## src/rtl/uart_pkg.sv

```systemverilog
// Shared definitions for the UART TX scheduler and engine: state encoding,
// line-config field widths and encodings, and the shadow config payload.
package uart_pkg;

    localparam int unsigned BYTE_W  = 8;
    localparam int unsigned DIV_W   = 32;
    localparam int unsigned FIELD_W = 2;
    localparam int unsigned ID_W    = 3;
    localparam int unsigned CNT_W   = 32;
    localparam int unsigned STAT_W  = 16;

    typedef enum logic [1:0] {
        ST_IDLE  = 2'd0,
        ST_SEND  = 2'd1,
        ST_DRAIN = 2'd2
    } sched_state_e;

    localparam logic [FIELD_W-1:0] DATA_5    = 2'd0;
    localparam logic [FIELD_W-1:0] DATA_6    = 2'd1;
    localparam logic [FIELD_W-1:0] DATA_7    = 2'd2;
    localparam logic [FIELD_W-1:0] DATA_8    = 2'd3;
    localparam logic [FIELD_W-1:0] STOP_1    = 2'd0;
    localparam logic [FIELD_W-1:0] STOP_1P5  = 2'd1;
    localparam logic [FIELD_W-1:0] STOP_2    = 2'd2;
    localparam logic [FIELD_W-1:0] CHK_EVEN  = 2'd0;
    localparam logic [FIELD_W-1:0] CHK_ODD   = 2'd1;
    localparam logic [FIELD_W-1:0] CHK_MARK  = 2'd2;
    localparam logic [FIELD_W-1:0] CHK_SPACE = 2'd3;

    typedef struct packed {
        logic [DIV_W-1:0]   clk_div;
        logic               check_en;
        logic [FIELD_W-1:0] check_type;
        logic [FIELD_W-1:0] data_bit;
        logic [FIELD_W-1:0] stop_bit;
    } line_cfg_t;

endpackage

```

## src/rtl/rr_arbiter.sv

```systemverilog
// Combinational round-robin pick: search starts one past the pointer.
module rr_arbiter
    import uart_pkg::*;
#(
    parameter int unsigned NUM_REQ = 4
) (
    input  logic [NUM_REQ-1:0]         req,
    input  logic [$clog2(NUM_REQ)-1:0] ptr,
    output logic [NUM_REQ-1:0]         grant_oh,
    output logic [$clog2(NUM_REQ)-1:0] grant_idx
);

    localparam int unsigned SEL_W = $clog2(NUM_REQ);

    logic [SEL_W-1:0] idx;
    logic             found;

    always_comb begin
        grant_oh  = '0;
        grant_idx = '0;
        idx       = '0;
        found     = 1'b0;
        for (int unsigned k = 1; k <= NUM_REQ; k++) begin
            idx = SEL_W'((32'(ptr) + k) % NUM_REQ);
            if (!found && req[idx]) begin
                found         = 1'b1;
                grant_oh[idx] = 1'b1;
                grant_idx     = idx;
            end
        end
    end

endmodule

```

## src/rtl/uart_tx_scheduler.sv

```systemverilog
// Shares one UART TX engine among NUM_REQ requesters, one frame per grant,
// with per-requester line config latched into shadow registers at grant.
module uart_tx_scheduler
    import uart_pkg::*;
#(
    parameter int unsigned NUM_REQ      = 4,
    parameter int unsigned MAX_BURST    = 16,
    parameter int unsigned HOLD_TIMEOUT = 1024
) (
    input  logic                       clk,
    input  logic                       rst_n,
    input  logic [NUM_REQ-1:0]         req_valid,
    input  logic [NUM_REQ*BYTE_W-1:0]  req_data,
    input  logic [NUM_REQ-1:0]         req_last,
    output logic [NUM_REQ-1:0]         req_ready,
    input  logic [NUM_REQ*DIV_W-1:0]   cfg_clk_div,
    input  logic [NUM_REQ-1:0]         cfg_check_en,
    input  logic [NUM_REQ*FIELD_W-1:0] cfg_check_type,
    input  logic [NUM_REQ*FIELD_W-1:0] cfg_data_bit,
    input  logic [NUM_REQ*FIELD_W-1:0] cfg_stop_bit,
    output logic [DIV_W-1:0]           eng_clk_div,
    output logic                       eng_check_en,
    output logic [FIELD_W-1:0]         eng_check_type,
    output logic [FIELD_W-1:0]         eng_data_bit,
    output logic [FIELD_W-1:0]         eng_stop_bit,
    output logic [BYTE_W-1:0]          eng_data,
    output logic                       eng_valid,
    input  logic                       eng_ready,
    input  logic                       eng_busy,
    output logic [ID_W-1:0]            grant_id,
    output logic                       frame_active,
    output logic [STAT_W-1:0]          frame_count,
    output logic [STAT_W-1:0]          abort_count
);

    localparam int unsigned SEL_W = $clog2(NUM_REQ);

    sched_state_e      state;
    line_cfg_t         shadow;
    logic [SEL_W-1:0]  last_grant;
    logic [CNT_W-1:0]  burst_cnt;
    logic [CNT_W-1:0]  hold_cnt;
    logic [1:0]        drain_cnt;

    line_cfg_t         cfg_arr  [NUM_REQ];
    logic [BYTE_W-1:0] data_arr [NUM_REQ];
    logic [NUM_REQ-1:0] arb_oh;
    logic [SEL_W-1:0]  arb_idx;
    logic              arb_any;
    logic [SEL_W-1:0]  g;
    logic              accept;

    genvar gi;
    generate
        for (gi = 0; gi < NUM_REQ; gi++) begin : g_unpack
            assign data_arr[gi] = req_data[gi*BYTE_W +: BYTE_W];
            assign cfg_arr[gi]  = {cfg_clk_div[gi*DIV_W +: DIV_W],
                                   cfg_check_en[gi],
                                   cfg_check_type[gi*FIELD_W +: FIELD_W],
                                   cfg_data_bit[gi*FIELD_W +: FIELD_W],
                                   cfg_stop_bit[gi*FIELD_W +: FIELD_W]};
        end
    endgenerate

    rr_arbiter #(.NUM_REQ(NUM_REQ)) u_arb (
        .req       (req_valid),
        .ptr       (last_grant),
        .grant_oh  (arb_oh),
        .grant_idx (arb_idx)
    );

    assign arb_any = |arb_oh;
    assign g       = grant_id[SEL_W-1:0];
    assign accept  = (state == ST_SEND) && req_valid[g] && eng_ready;

    // Zero-latency pass-through of the owner's stream while sending.
    always_comb begin
        eng_valid = 1'b0;
        eng_data  = '0;
        req_ready = '0;
        if (state == ST_SEND) begin
            eng_valid    = req_valid[g];
            eng_data     = data_arr[g];
            req_ready[g] = eng_ready;
        end
    end

    assign frame_active   = (state != ST_IDLE);
    assign eng_clk_div    = shadow.clk_div;
    assign eng_check_en   = shadow.check_en;
    assign eng_check_type = shadow.check_type;
    assign eng_data_bit   = shadow.data_bit;
    assign eng_stop_bit   = shadow.stop_bit;

    always_ff @(posedge clk or negedge rst_n) begin
        if (!rst_n) begin
            state       <= ST_IDLE;
            shadow      <= '0;
            grant_id    <= '0;
            last_grant  <= SEL_W'(NUM_REQ - 1);
            burst_cnt   <= '0;
            hold_cnt    <= '0;
            drain_cnt   <= '0;
            frame_count <= '0;
            abort_count <= '0;
        end else begin
            case (state)
                ST_IDLE: begin
                    if (arb_any) begin
                        grant_id  <= ID_W'(arb_idx);
                        shadow    <= cfg_arr[arb_idx];
                        burst_cnt <= '0;
                        hold_cnt  <= '0;
                        state     <= ST_SEND;
                    end
                end
                ST_SEND: begin
                    if (accept) begin
                        hold_cnt  <= '0;
                        burst_cnt <= burst_cnt + CNT_W'(1);
                        if (req_last[g]) begin
                            frame_count <= frame_count + STAT_W'(1);
                            drain_cnt   <= '0;
                            state       <= ST_DRAIN;
                        end else if (MAX_BURST != 0 &&
                                     burst_cnt + CNT_W'(1) == CNT_W'(MAX_BURST)) begin
                            drain_cnt <= '0;
                            state     <= ST_DRAIN;
                        end
                    end else if (req_valid[g]) begin
                        hold_cnt <= '0;
                    end else if (HOLD_TIMEOUT != 0 &&
                                 hold_cnt + CNT_W'(1) == CNT_W'(HOLD_TIMEOUT)) begin
                        abort_count <= abort_count + STAT_W'(1);
                        drain_cnt   <= '0;
                        state       <= ST_DRAIN;
                    end else begin
                        hold_cnt <= hold_cnt + CNT_W'(1);
                    end
                end
                ST_DRAIN: begin
                    // Wait out the engine's busy-rise latency before trusting eng_busy.
                    if (drain_cnt == 2'd2) begin
                        if (eng_ready && !eng_busy) begin
                            last_grant <= g;
                            state      <= ST_IDLE;
                        end
                    end else begin
                        drain_cnt <= drain_cnt + 2'd1;
                    end
                end
                default: state <= ST_IDLE;
            endcase
        end
    end

endmodule

```

## config.mk

```make
export PLATFORM = sky130hd
export DESIGN_NAME = uart_tx_scheduler
export DESIGN_NICKNAME = d
export VERILOG_FILES = /design/src/rtl/uart_pkg.sv /design/src/rtl/rr_arbiter.sv /design/src/rtl/uart_tx_scheduler.sv
export SDC_FILE = /design/constraint.sdc
export NUM_CORES = 1
export LEC_CHECK = 0
export BUFFER_PORTS_ARGS = -buffer_cell sky130_fd_sc_hd__buf_2
export CORE_MARGIN = 4
export CORE_UTILIZATION = 31
export DETAILED_ROUTE_END_ITERATION = 10
export PLACE_DENSITY = 0.52
export SYNTH_ARGS = -nofsm -noshare
export SYNTH_HDL_FRONTEND = slang
export SYNTH_HIERARCHICAL = 1
export SYNTH_SLANG_ARGS = --single-unit
```

## constraint.sdc

```tcl
create_clock -name clk -period 3.8 [get_ports clk]
set_clock_uncertainty 0.2 [all_clocks]
set_input_delay 0.76 -clock clk [delete_from_list [all_inputs] [get_ports clk]]
set_output_delay 0.76 -clock clk [all_outputs]
set_load 0.01 [all_outputs]
```

==> impl_metrics.ini, run 1 <==
[timing]
minimum_clock_period_ns = 3.57
hold_viol = 0
setup_repair_after_global_routing_missed_its_margin = false
setup_viol_count_final = 0
setup-tns-final_ns = 0
pin_slew_with_the_least_headroom_to_its_limit_ns = 0.748
achievable-frequency_mhz = 280
fraction_of_the_cycle_the_final_worst_path_needs = 0.939
max_slew_headroom = 0.501
report.final.slew_viol_count = 0

[route]
firstDrtPassIters = 5
drt_drc_violations_left = 0
drtIter0Drc = 598
drtAntennaViolNets = 0
routed_wirelength_um = 31200
vias = 8828
drt-wirelength-per-cell_um = 18.9
vias_per_cell = 5.34

[floorplan]
row_count = 64
starting_density_of_the_core = 0.316
top_level_ports = 288
horizontal_die_dimension_um = 185
core_region_area_mm2 = 0.0308
design.die.area_mm2 = 0.0343
die_height_um = 185

[finish]
layout.cells.most_common_list = buf_2, dfrtp_1, nand2_1
drive_gt1_frac = 0.392
layout_commonest_cell = buf_2
area_growth_syn_to_layout_pct = 25.9
multiInputGateArea_mm2 = 0.00581
ff_latch_area_mm2 = 0.00358
fillers = 3021
final_nets = 1457
final_cells = 1652

[clock_tree]
clock_tree.htree_level_count = 4
cts_buffers = 17
path_clk_slew_ns = 0.06
tritoncts_clock_tree = built
ctsHoldBuffers = 0
cts-root-buf = clkbuf_16
clkLatencyLatePin_ns = 0.42
clock-sinks = 143
clock_tree.buffer_depth = 2

[yosys]
post_synth_num_cell_types = 81
synth-edff-count = 0
ys_seq_elements = 143
syn_area_mm2 = 0.00975
postSynthNetCount = 1187
async_flop_share = 1.00
netlist_instances = 973
yosysWarnings = 6
ys_seq_area_frac = 0.367
synth_flop_cell = dfrtp_1
syn-mean-instance-area_um2 = 10.0

[setup_path]
crit_type = flip-flop to flip-flop
cp.buffers_inverters = 0
end_kind = flip-flop
cp_max_fo = 9
timing.critical_path.cells = ha_1, nand3_1, or4_4, nor3_4, a31oi_1, a21oi_1, nand4_1, or4_1, and3_4, o2bb2ai_1
timing.critical_path.slowest_stage_cell = or4_1
critical_path_arrival_ns = 3.67
timing.critical_path.slowest_cell_delay_ns = 0.60
startpoint_type = flip-flop
cp_data_required_time_ns = 3.90
cpLargestDelayFamily = simple AND/OR/NAND/NOR gates

[global_route]
pin_count_of_the_biggest_net_entering_global_routing = 76
grt_use_met3 = 0.0361
grtUsageMet1 = 0.260
first_global_vias = 8190
met2_grt_util = 0.258
gr-total-overflow = 0
wire_length_of_the_first_global_routing_pass_um = 47000
globalRoute.busiestLayer = met1
grt_use_total = 0.173
grt_antenna_before_repair = 3

[placement]
dpl.hpwl_um = 23500
routabilityCongestion = 0.802
place.port_buffers = 286
place.detailed.instances = 1614

[power_and_ir_drop]
vdd.ir_drop.worst_uv = 454
leakagePower_nw = 5.52
power-per-cell-area_mw_per_mm2 = 629

[status]
outcome = completed

[worst_hold_path]
hold_path.class = input pin to async pin

[flow_run]
max-cap-violations = 0
[report_power, final]
part           internal (mW)  total (mW)  switching (mW)
Clock                  0.979        1.70           0.722
Combinational           1.85        3.90            2.05
Sequential              1.86        2.12           0.255
Total                   4.69        7.72            3.03
[through the flow]
stage / cell area (um2) / hold WS, ns / util / power (mW) / setup WS [ns]
after floorplan: 9750 / 0.240 / - / 4.70 / -0.109
after global placement: 11600 / 0.252 / 0.377 / 5.95 / 0.204
after detailed placement: 11600 / 0.253 / 0.377 / 6.00 / 0.135
after CTS: 12200 / 0.205 / 0.396 / 7.73 / 0.110
after global routing: 12300 / 0.203 / 0.398 / 8.22 / 0.00756
final: 12300 / 0.163 / 0.398 / 7.72 / 0.233
[cell type report]
type	count	area share
clock inverters	13	0.0124
repair buffers	319	0.142
multi-input cells	749	0.474
well taps	396	0.0404
inverters	13	0.00398
diodes	1	0.000204
clock buffers	18	0.0350
flip-flops and latches	143	0.292
[cells in the mapped netlist (all sizes together), types with 4 or more instances]
master  number  area (um2)
dfrtp      141        3530
nand2       87         327
nor2        71         299
o21ai       65         325
mux4        51        1150
mux2        47         529
clkbuf      38         144
nand3       36         200
nand4       36         246
a31oi       35         225
nor3        33         193
a21oi       32         164
buf         31         204
xnor2       31         272
and3        26         168
xor2        24         210
nor4        16         146
o31ai       15         113
and2        14        87.6
ha          14         175
inv         13        48.8
nor2b       12        75.1
and4         9        78.8
or3          8        50.1
mux2i        6        60.1
a22oi        5        37.5
nand2b       5        31.3
a211oi       4        35.0
a21o         4        30.0
a221o        4        45.0
a41oi        4        35.0
nand3b       4        30.0
o211ai       4        30.0
o21a         4        30.0
or2          4        25.0
or4          4        41.3
[path summary, 6_finish.rpt]
kind,from,to,slack (ns),cells after the start
max,burst_cnt[0],state[0],0.23,10
min,rst_n,burst_cnt[7],0.16,1
max reg2reg,burst_cnt[0],state[0],0.23,10
min reg2reg,frame_count[15],frame_count[15],0.27,1
max in group asynchronous,rst_n,burst_cnt[23],2.39,2
min in group clk,frame_count[15],frame_count[15],0.27,1
[registers in the layout, indices dropped and copies added, names as in the netlist]
name and flops:
burst_cnt 32, eng_clk_div 32, hold_cnt 32, abort_count 16, frame_count 16, drain_cnt 2, eng_check_type 2, eng_data_bit 2
eng_stop_bit 2, grant_id 2, last_grant 2, state 2, eng_check_en 1
[routing by layer]
layer | wire (um) | part of all wire
met4 | 286 | 0.0092
met2 | 14700 | 0.47
met1 | 14600 | 0.47
met5 | 27 | 0.00086
met3 | 1630 | 0.052
[kinds of logic (layout without fill, tap and decap cells)]
| family | after synthesis | count (layout) | synth area share |
|---|---|---|---|
| compound gates | 196 | 196 | 0.129 |
| xor+xnor | 55 | 55 | 0.0494 |
| fa+ha+maj | 14 | 14 | 0.0180 |
| buf+inv | 82 | 363 | 0.0407 |
| flops | 143 | 143 | 0.367 |
| mux | 104 | 104 | 0.178 |
| other cells | 1 | 2 | 0.000385 |
| simple gates | 378 | 379 | 0.217 |
[what timing repair did]
| item | CTS | global route |
|---|---|---|
| endpoints found under the setup margin | 0 | 11 |
| resized for setup | 0 | 3 |
| buffers inserted | 0 | 5 |
(Power assumes the default switching activity.)
==> run 2, diff against run 1 <==
Settings changed: CORE_ASPECT_RATIO from default to 0.75.
==> run 2 against run 1 <==
Against the previous run: core utilization up 0.31 points; die area about the same; routed wire length up 3.7%; sequential cell count unchanged; final cell count unchanged; final area down 0.11%; clock power about the same; sequential power about the same; global-route usage up 1.0 points; maximum frequency up 0.23%; non-clock buffer count down 3; largest cell class unchanged.
==> impl_metrics.ini, run 2 (same netlist as run 1, synthesis figures left out) <==
[global_route]
grt_antenna_before_repair = 3
grt_use_total = 0.183
pin_count_of_the_biggest_net_entering_global_routing = 67
wire_length_of_the_first_global_routing_pass_um = 49500
first_global_vias = 8445
gr-total-overflow = 0

[timing]
hold_viol = 0
setup-tns-final_ns = 0
setup_viol_count_final = 0
setup_repair_after_global_routing_missed_its_margin = false
max_slew_headroom = 0.497
fraction_of_the_cycle_the_final_worst_path_needs = 0.937
pin_slew_with_the_least_headroom_to_its_limit_ns = 0.748
minimum_clock_period_ns = 3.56
report.final.slew_viol_count = 0
achievable-frequency_mhz = 281

[finish]
layout.cells.most_common_list = buf_2, dfrtp_1, nand2_1
fillers = 3121
final_design_area_no_fill_mm2 = 0.0123
drive_gt1_frac = 0.394
final_nets = 1454
final_cells = 1652
layout_commonest_cell = buf_2
diodes = 0
area_growth_syn_to_layout_pct = 25.7

[setup_path]
regToRegStartpoint = hold_cnt[0]
worstSetupEndpoint = abort_count[1]
end_kind = flip-flop
timing.critical_path.slowest_stage_cell = or3_1
crit_cells = 9
reg2reg_setup_slack_ns = 0.24
timing.critical_path.slowest_cell_delay_ns = 0.51
crit_type = flip-flop to flip-flop
startpoint_type = flip-flop
cp.buffers_inverters = 1
timing.critical_path.cells = ha_1, nand2_1, or3_1, nor4_4, xor2_1, nor4_1, and3_2, buf_4, mux2_1
critical_path_arrival_ns = 3.67
cpLargestDelayFamily = simple AND/OR/NAND/NOR gates
cp_data_required_time_ns = 3.91
worst_setup_path_startpoint = hold_cnt[0]
timing.reg2reg.worst_path_depth = 9
cp_max_fo = 7
r2r-end = abort_count[1]

[route]
drt-wirelength-per-cell_um = 19.6
drtIter0Drc = 538
vias_per_cell = 5.41
drt_drc_violations_left = 0
firstDrtPassIters = 5
routed_wirelength_um = 32400
drtAntennaViolNets = 0
vias = 8933

[placement]
routabilityCongestion = 0.889
dpl.hpwl_um = 24700
area_of_placed_instances_mm2 = 0.0116
place.port_buffers = 286
place.detailed.instances = 1617

[clock_tree]
clock_tree.htree_level_count = 4
path_clk_slew_ns = 0.06
cts_buffers = 17
clkLatencyLatePin_ns = 0.44
tritoncts_clock_tree = built
cts-root-buf = clkbuf_16
clock_tree.buffer_depth = 2
clock-sinks = 143
ctsHoldBuffers = 0

[worst_hold_path]
hold_path.class = input pin to async pin

[floorplan]
horizontal_die_dimension_um = 213
design.die.area_mm2 = 0.0344
row_count = 55
core_region_area_mm2 = 0.0306
top_level_ports = 288
die_height_um = 162
starting_density_of_the_core = 0.319

[flow_run]
max-cap-violations = 0

[status]
outcome = completed

[power_and_ir_drop]
design_power_mw = 7.65
power-per-cell-area_mw_per_mm2 = 625
vdd.ir_drop.worst_uv = 390
leakagePower_nw = 5.52
-- run 2: cell types whose count changed in the layout (fill, tap and decap cells not counted), moves of 2 or more --
cell      delta
dfrtp_2      +2
dfrtp_1      -2
buf_4        -2
clkinv_4     +2
clkbuf_8     +2
inv_6        -5
clkinv_2     +4
-- run 2: worst min path at each step --
stage	startpoint	endpoint	slack [ns]	cells after the start
final	rst_n	abort_count[2]	0.10	1
after detailed placement	frame_count[15]	frame_count[15]	0.26	1
after floorplan	burst_cnt[31]	burst_cnt[31]	0.24	1
after global routing	rst_n	abort_count[2]	0.13	1
after global placement	frame_count[15]	frame_count[15]	0.25	1
after CTS	rst_n	abort_count[2]	0.1	1
-- run 2: worst reg2reg max path, delay by kind of cell (launching register included) --
kind	cells	cell delay, ns
XOR/XNOR	1	0.11
buffers and inverters	1	0.21
flip-flops	1	0.45
adder cells (fa/ha/maj)	1	0.28
AND/OR/NAND/NOR	5	1.87
multiplexers	1	0.32
-- run 2: per-layer routing --
metal	vias to the layer above	part of all wire	wire length, um	GRT usage
met4	6	0.0084	272	0.0325
met5	-	0.0012	40	0
met3	34	0.065	2120	0.0483
li1	4194	-	-	-
met2	278	0.45	14400	0.265
met1	4421	0.48	15500	0.278
-- run 2: power breakdown --
part           total (mW)  switching (mW)  internal, mW
clock                1.70           0.698          1.00
sequential           2.12           0.258          1.86
combinational        3.83            2.03          1.81
-- run 2: cell type report --
type	count	area, um2	area share
Clock buffer	19	453	0.0370
Multi-Input combinational cell	749	5820	0.475
Timing Repair Buffer	316	1710	0.140
Clock inverter	13	139	0.0113
Inverter	13	48.8	0.00398
Tap cell	399	499	0.0407
Sequential cell	143	3580	0.292
-- run 2: timing repair --
action                     4_1_cts  5_1_grt
resized for setup                0        7
setup endpoints to repair        0       11
buffers inserted                 0        2
-- run 2: stage by stage --
step	hold WS, ns	util	worst slack [ns]
finish	0.104	0.401	0.241
global route	0.132	0.401	0.0399
CTS	0.0973	0.400	0.0555
detailed placement	0.261	0.380	0.0788
global placement	0.254	0.380	0.0817
floorplan	0.240	-	-0.109
==> run 3, diff against run 2 <==
Settings changed: MAX_ROUTING_LAYER from default to met4, PLACE_DENSITY 0.52 to 0.61, REMOVE_ABC_BUFFERS from default to 1.
==> run 3 against run 2 <==
Against the previous run: first-iteration DRC count is 9.5% higher; sequential share of layout area hardly changed; non-clock buffer count is 2 higher; critical path type unchanged; largest power group unchanged; largest cell class unchanged.
==> impl_metrics.ini, run 3 (same netlist as run 1, synthesis figures left out) <==
[finish]
drive_gt1_frac = 0.392
fillers = 3074
layout.cells.most_common_list = buf_2, dfrtp_1, nand2_1
area_growth_syn_to_layout_pct = 25.8
layout_commonest_cell = buf_2
final_cells = 1653
final_nets = 1455

[power_and_ir_drop]
power-per-cell-area_mw_per_mm2 = 622
leakagePower_nw = 5.52
seqPwrFrac = 0.280
power.switching_mw = 2.93
vdd.ir_drop.worst_uv = 366
comb_power_share = 0.492
design_power_mw = 7.63
switching_share = 0.384
p_int_mw = 4.70
clkPwrFrac = 0.227

[global_route]
pin_count_of_the_biggest_net_entering_global_routing = 88
grt_use_total = 0.175
first_global_vias = 8365
wire_length_of_the_first_global_routing_pass_um = 46700
grt_antenna_before_repair = 1
gr-total-overflow = 0

[flow_run]
max-cap-violations = 0

[floorplan]
row_count = 55
horizontal_die_dimension_um = 213
core_region_area_mm2 = 0.0306
die_height_um = 162
starting_density_of_the_core = 0.319
design.die.area_mm2 = 0.0344
top_level_ports = 288

[clock_tree]
cts_buffers = 17
clock-sinks = 143
clkLatencyLatePin_ns = 0.44
clock_tree.buffer_depth = 2
ctsHoldBuffers = 0
path_clk_slew_ns = 0.06
clock_tree.htree_level_count = 4
cts-root-buf = clkbuf_16
post-cts-setup-buffer-count = 0
tritoncts_clock_tree = built

[status]
outcome = completed

[setup_path]
cp_data_required_time_ns = 3.92
startpoint_type = flip-flop
cp_max_fo = 28
end_kind = flip-flop
crit_type = flip-flop to flip-flop
critical_path_arrival_ns = 3.67

[placement]
place.port_buffers = 286
dpl.hpwl_um = 22400
place.detailed.instances = 1621
routabilityCongestion = 0.903

[timing]
timing.hold.ws_ns = 0.165
fraction_of_the_cycle_the_final_worst_path_needs = 0.933
hold_viol = 0
setup_repair_after_global_routing_missed_its_margin = false
setup_viol_count_final = 0
pin_slew_with_the_least_headroom_to_its_limit_ns = 0.881
minimum_clock_period_ns = 3.55
report.final.slew_viol_count = 0
max_slew_headroom = 0.413
achievable-frequency_mhz = 282

[route]
vias = 8877
drtAntennaViolNets = 0
drt_drc_violations_left = 0
vias_per_cell = 5.37
routed_wirelength_um = 29700
drtIter0Drc = 589
drt-wirelength-per-cell_um = 18.0
firstDrtPassIters = 6

[worst_hold_path]
hold_path.class = input pin to async pin
run 3: power groups by stage:
stage	registers [mW]	logic [mW]	clock network, mW
4_1_cts	2.13	3.79	1.78
2_1_floorplan	2.28	2.33	0
5_1_grt	2.18	4.07	1.85
6_report	2.14	3.76	1.73
3_5_place_dp	2.15	3.79	0
3_3_place_gp	2.14	3.73	0
run 3: final cells by class:
class / count / area, um2 / share of cell area
repair buffers: 318 / 1730 / 0.141
inverters: 13 / 48.8 / 0.00398
well taps: 399 / 499 / 0.0407
clock buffers: 18 / 429 / 0.0350
diodes: 1 / 2.50 / 0.000204
flip-flops and latches: 143 / 3580 / 0.292
clock inverters: 13 / 164 / 0.0134
multi-input cells: 748 / 5810 / 0.474
run 3: layer usage:
| metal | GRT usage | part of all wire | vias to the layer above |
|---|---|---|---|
| met5 | - | 0 | - |
| met1 | 0.249 | 0.47 | 4367 |
| met3 | 0.0427 | 0.061 | 35 |
| met4 | 0.0413 | 0.013 | 0 |
| met2 | 0.252 | 0.46 | 280 |
| li1 | - | - | 4195 |
run 3: metrics by stage:
stage | worst slack (ns) | TNS, ns | utilization | instance area, um2
global route | 0.0303 | 0 | 0.401 | 12300
floorplan | -2.50 | -110.28 | - | 9400
finish | 0.254 | 0 | 0.401 | 12300
detailed placement | 0.176 | 0 | 0.381 | 11600
CTS | 0.141 | 0 | 0.401 | 12200
global placement | 0.215 | 0 | 0.381 | 11600
run 3: timing repair:
item                                    CTS  global route
endpoints found under the setup margin    0            13
hold endpoints to repair                  0             0
resized for setup                         0             4
run 3: worst paths after layout:
path | startpoint | endpoint | slack [ns] | depth (start not counted)
setup / recovery | hold_cnt[0] | hold_cnt[0] | 0.25 | 11
hold / removal | rst_n | frame_count[5] | 0.17 | 1
setup reg to reg | hold_cnt[0] | hold_cnt[0] | 0.25 | 11
hold reg to reg | abort_count[15] | abort_count[15] | 0.27 | 1
max in group asynchronous | rst_n | abort_count[12] | 2.49 | 2
min in group clk | abort_count[15] | abort_count[15] | 0.27 | 1
run 3: worst max-delay path, cell delays in order, from the launching register on:
cell	delay, ns
dfrtp_1	0.45
ha_1	0.29
nand2_1	0.17
or3_1	0.51
nor4_4	0.24
a211oi_1	0.14
a31oi_2	0.24
nor3_2	0.10
and3_1	0.20
buf_12	0.16
nor2_8	0.37
mux2_1	0.37
